`src/rtl/arbiter_rr4.sv`:
```
// Four-requester round-robin arbiter driving a 2-to-4 decoder (EN, A1, A0).
// Grants are held for at most HOLD_MAX cycles and are always separated by one idle cycle.
module arbiter_rr4 #(
    parameter int HOLD_MAX = 8
) (
    input  logic       CLK,
    input  logic       RST_N,
    input  logic [3:0] REQ,
    output logic       EN,
    output logic       A1,
    output logic       A0,
    output logic       TO
);

    typedef enum logic {IDLE, GRANT} state_t;

    localparam logic [7:0] HOLD_CNT = 8'(HOLD_MAX);

    state_t     state;
    state_t     next_state;
    logic [1:0] ptr;
    logic [1:0] idx;
    logic [1:0] sel;
    logic [1:0] offset;
    logic [7:0] cnt;
    logic [7:0] req_dbl;
    logic [3:0] req_rot;
    logic       hold_done;
    logic       timeout;
    logic       to_q;

    // Rotate the request vector so bit 0 is the requester at ptr; first set bit wins.
    assign req_dbl   = {REQ, REQ} >> ptr;
    assign req_rot   = req_dbl[3:0];
    assign hold_done = (cnt == HOLD_CNT);

    always_comb begin
        offset = 2'd3;
        if (req_rot[0])
            offset = 2'd0;
        else if (req_rot[1])
            offset = 2'd1;
        else if (req_rot[2])
            offset = 2'd2;
        sel = ptr + offset;
    end

    always_ff @(posedge CLK or negedge RST_N) begin
        if (!RST_N) begin
            state <= IDLE;
            ptr   <= 2'd0;
            idx   <= 2'd0;
            cnt   <= 8'd0;
            to_q  <= 1'b0;
        end else begin
            state <= next_state;
            to_q  <= timeout;
            if (state == IDLE && |REQ) begin
                idx <= sel;
                ptr <= sel + 2'd1;
                cnt <= 8'd1;
            end else if (state == GRANT && REQ[idx] && !hold_done) begin
                cnt <= cnt + 8'd1;
            end
        end
    end

    // A request drop takes priority over the hold limit, so timeout needs REQ[idx] still high.
    always_comb begin
        next_state = state;
        timeout    = 1'b0;
        case (state)
            IDLE: begin
                if (|REQ)
                    next_state = GRANT;
            end
            GRANT: begin
                if (!REQ[idx]) begin
                    next_state = IDLE;
                end else if (hold_done) begin
                    next_state = IDLE;
                    timeout    = 1'b1;
                end
            end
            default: next_state = IDLE;
        endcase
    end

    always_comb begin
        EN = (state == GRANT);
        A1 = idx[1];
        A0 = idx[0];
        TO = to_q;
    end

endmodule

```
`config.mk`:
```
export PLATFORM = sky130hd
export DESIGN_NAME = arbiter_rr4
export DESIGN_NICKNAME = d
export VERILOG_FILES = /design/src/rtl/arbiter_rr4.sv
export SDC_FILE = /design/constraint.sdc
export NUM_CORES = 1
export LEC_CHECK = 0
export ABC_CLOCK_PERIOD_IN_PS = 1800
export BUFFER_PORTS_ARGS = -buffer_cell sky130_fd_sc_hd__buf_4
export CORE_ASPECT_RATIO = 1.1
export CORE_MARGIN = 1.5
export CORE_UTILIZATION = 30
export CTS_CLUSTER_DIAMETER = 50
export CTS_CLUSTER_SIZE = 16
export DETAILED_ROUTE_END_ITERATION = 10
export PLACE_DENSITY_LB_ADDON = 0.1
export SYNTH_ARGS = -nofsm -noshare
export SYNTH_HDL_FRONTEND = slang
export SYNTH_SLANG_ARGS = --single-unit
export TNS_END_PERCENT = 1
```
`constraint.sdc`:
```
create_clock -name CLK -period 1.8 [get_ports CLK]
set_input_delay 0.27 -clock CLK [delete_from_list [all_inputs] [get_ports CLK]]
set_output_delay 0.27 -clock CLK [all_outputs]
set_load 0.01 [all_outputs]
```
==> metrics.txt <==
share of cells above drive strength 1 25.53%; Reg-to-Reg Start ptr[1]$_DFFE_PN0P_; routability cong. 0.7645; Pins Over Slew Limit 0; Synth Area in Adders 4.739%; Slew @ Worst Pin 0.8104 ns; Placed Area 898.4 sq um; WP buf/inv 0; initial core utilization 31.73%; Area Growth Syn to Fin 20.38%; Sw Share 39.42%; clock sink count 14; CTS tree done; Final WS setup 0.07321 ns; grt met1 use 13.93%; Final Setup Violations 0; detailed-route wire length 1702 um; setup repair after global routing missed its margin true; length of the first detailed-routing pass in iterations 4; Overall Power 1408 uW; Hold Violations, Final 0; largest family of logic cells by synthesized area simple AND/OR/NAND/NOR gates; worst clock skew 0.001034 ns; cells after synthesis 80; Crit path arrival time 1.86 ns; Crit-path slowest cell dfrtp_2; Reg2Reg Depth 8; die width 51.99 um; Max VDD drop 751.7 uV; pin count of the biggest net entering global routing 15; Buffers on Ports 9; CP endpoint kind flop; chip height 56.89 um; Final #Nets 105; GRT overflow 0; MaxCap Viol Count 0; post-synth net total 89; CP most frequent cell a21oi_1; critical path fanouts, max 6; Pleak 0.0004367 uW; Pint 853.1 uW; commonest non-fill, non-tap cell in the layout dfrtp_1; Synth cell types 26; Synth Area in Compound Gates 9.795%; flops & latches, synth 14; grt met2 use 20.07%; final instance area 953.4 sq um; H-Tree Depth 1; detailed placement HPWL 1166 um; crit path kind reg -> reg; IO Count 10; Worst path top cell family by delay flip-flops; drt via density 5.072; Pwr Density 1477 nW/um^2; run status complete, no violations; R2R setup slack 0.07 ns; Worst-Skew Late Latency 0.27 ns; worst path required time 1.93 ns; Tcrit/Tclk final 95.93%; number of CTS-inserted buffers 3; Seq pwr share 35.9%; vias after detailed routing 634; sequential share of the synthesized area 44.23%; GRT Total Usage 12.30%; Clk pwr share 12.5%; Startpoint Class flop; synthesized area 792.0 sq um; worst r2r dst ptr[1]$_DFFE_PN0P_; Slew HR 45.78%; Simple-Gate Fraction of Synth Area 19.27%; Routed WL per cell 13.62 um; Max clock buf depth 2; combinational share of power 51.5%; min Tclk post-route 1.727 ns; global route hottest layer met2; Core ar. 2496 sq um; Filler cells 270; Die ar. 2958 sq um; Setup Slack @ Placement 0.05406 ns; Antenna Cells 0; post-route ant nets 0; syn_area_per_cell 9.900 sq um; number of remaining DRC errors 0; row count 19; 1st-iter DRT viols 5; initial antenna violation count 0; met3 usage 5.851%; Max stage delay on crit path 0.45 ns; clk slew on worst S/H paths 0.08 ns; sw power 555.2 uW; most frequent cells in the layout 13 x dfrtp_1, 12 x buf_4, 11 x nor2_1; HP Class in -> async; Synth warnings 0; worst-path cell chain nand2_2, a21oi_2, a311oi_2, a21oi_1, ha_1, xor2_1, xnor2_1, a21oi_1; mux contribution to synthesized area 8.215%; XOR/XNOR Fraction of Synth Area 9.953%; first-pass GRT wire length 2601 um; Root Buffer clkbuf_4; achievable frequency 0.5791 GHz; number of global-route vias before repair 596
==> cells by family (layout without fill, tap and decap cells) <==
logic type,Yosys count,after routing
AND/OR/NAND/NOR,29,29
adder cells (fa/ha/maj),3,3
buffers and inverters,6,20
AO/OA/AOI/OAI,14,14
multiplexers,5,5
flip-flops,14,14
XOR/XNOR,9,9
==> state kept, by name (all words and copies together), names as in the netlist <==
signal	cells
cnt	8
TO	1
idx	2
EN	1
ptr	2
==> cell type report <==
type | instances | area [sq um] | share of cell area [%]
Multi-Input combinational cell | 60 | 425.4 | 44.62
Inverter | 4 | 15.01 | 1.575
Timing Repair Buffer | 13 | 100.1 | 10.50
Tap cell | 31 | 38.79 | 4.068
Sequential cell | 14 | 351.6 | 36.88
Clock buffer | 3 | 22.52 | 2.362
==> routing by layer <==
layer | part of all wire (%) | up-vias
met5 | 0 | -
met4 | 1.1 | 0
met3 | 4.7 | 2
met2 | 52 | 16
met1 | 42 | 307
li1 | - | 309
==> repair_timing <==
action	CTS	global route
hold endpoints to repair	14	0
setup endpoints to repair	0	5
buffers inserted	0	1
hold buffers	1	0
gates resized for setup	0	5
==> per-stage QoR <==
step | hold slack (ns) | instances | setup TNS [ns] | utilization [%]
2_1_floorplan | -0.02559 | 80 | 0 | -
3_5_place_dp | 0.1353 | 120 | 0 | 35.99
5_1_grt | 0.3778 | 125 | -0.04708 | 38.20
3_3_place_gp | 0.1365 | 120 | 0 | 35.99
4_1_cts | 0.3683 | 124 | 0 | 37.29
6_report | 0.3731 | 125 | 0 | 38.20
==> worst max-delay path by stage <==
| stage | startpoint | endpoint | slack [ns] | cells past startpoint |
|---|---|---|---|---|
| finish | ptr[1]$_DFFE_PN0P_ | ptr[1]$_DFFE_PN0P_ | 0.07 | 8 |
| global route | ptr[1]$_DFFE_PN0P_ | ptr[1]$_DFFE_PN0P_ | -0.05 | 8 |
| CTS | ptr[1]$_DFFE_PN0P_ | ptr[1]$_DFFE_PN0P_ | 0.03 | 8 |
| detailed placement | ptr[1]$_DFFE_PN0P_ | ptr[1]$_DFFE_PN0P_ | 0.05 | 8 |
| global placement | ptr[1]$_DFFE_PN0P_ | ptr[1]$_DFFE_PN0P_ | 0.08 | 8 |
| floorplan | ptr[1]$_DFFE_PN0P_ | ptr[1]$_DFFE_PN0P_ | 0.17 | 8 |
==> synthesized netlist by cell type <==
cell type / instances / share of area (%)
dfrtp_1: 14 / 44
nor2_1: 11 / 5.2
a21oi_1: 7 / 4.4
xor2_1: 7 / 7.7
inv_1: 4 / 1.9
nand4_1: 4 / 3.2
o21ai_0: 4 / 2.5
ha_1: 3 / 4.7
nand2_1: 3 / 1.4
and3_1: 2 / 1.6
mux2_2: 2 / 2.8
mux2i_1: 2 / 2.5
nand3_1: 2 / 1.3
nor2b_1: 2 / 1.6
xnor2_1: 2 / 2.2
a311oi_1: 1 / 1.1
and2_1: 1 / 0.79
buf_6: 1 / 1.4
clkbuf_1: 1 / 0.47
mux4_2: 1 / 2.8
nand2_4: 1 / 1.4
nor3b_1: 1 / 0.95
nor4_1: 1 / 0.79
nor4b_1: 1 / 1.1
o21ai_1: 1 / 0.63
o221ai_1: 1 / 1.1
==> power by group through the flow <==
stage	registers (uW)	logic, uW	clock network [uW]
final	506	726	177
after global routing	521	799	202
after detailed placement	508	670	0
after floorplan	510	498	0
after CTS	502	676	188
after global placement	504	675	0
Note: power is estimated with default switching activity, not from simulation.
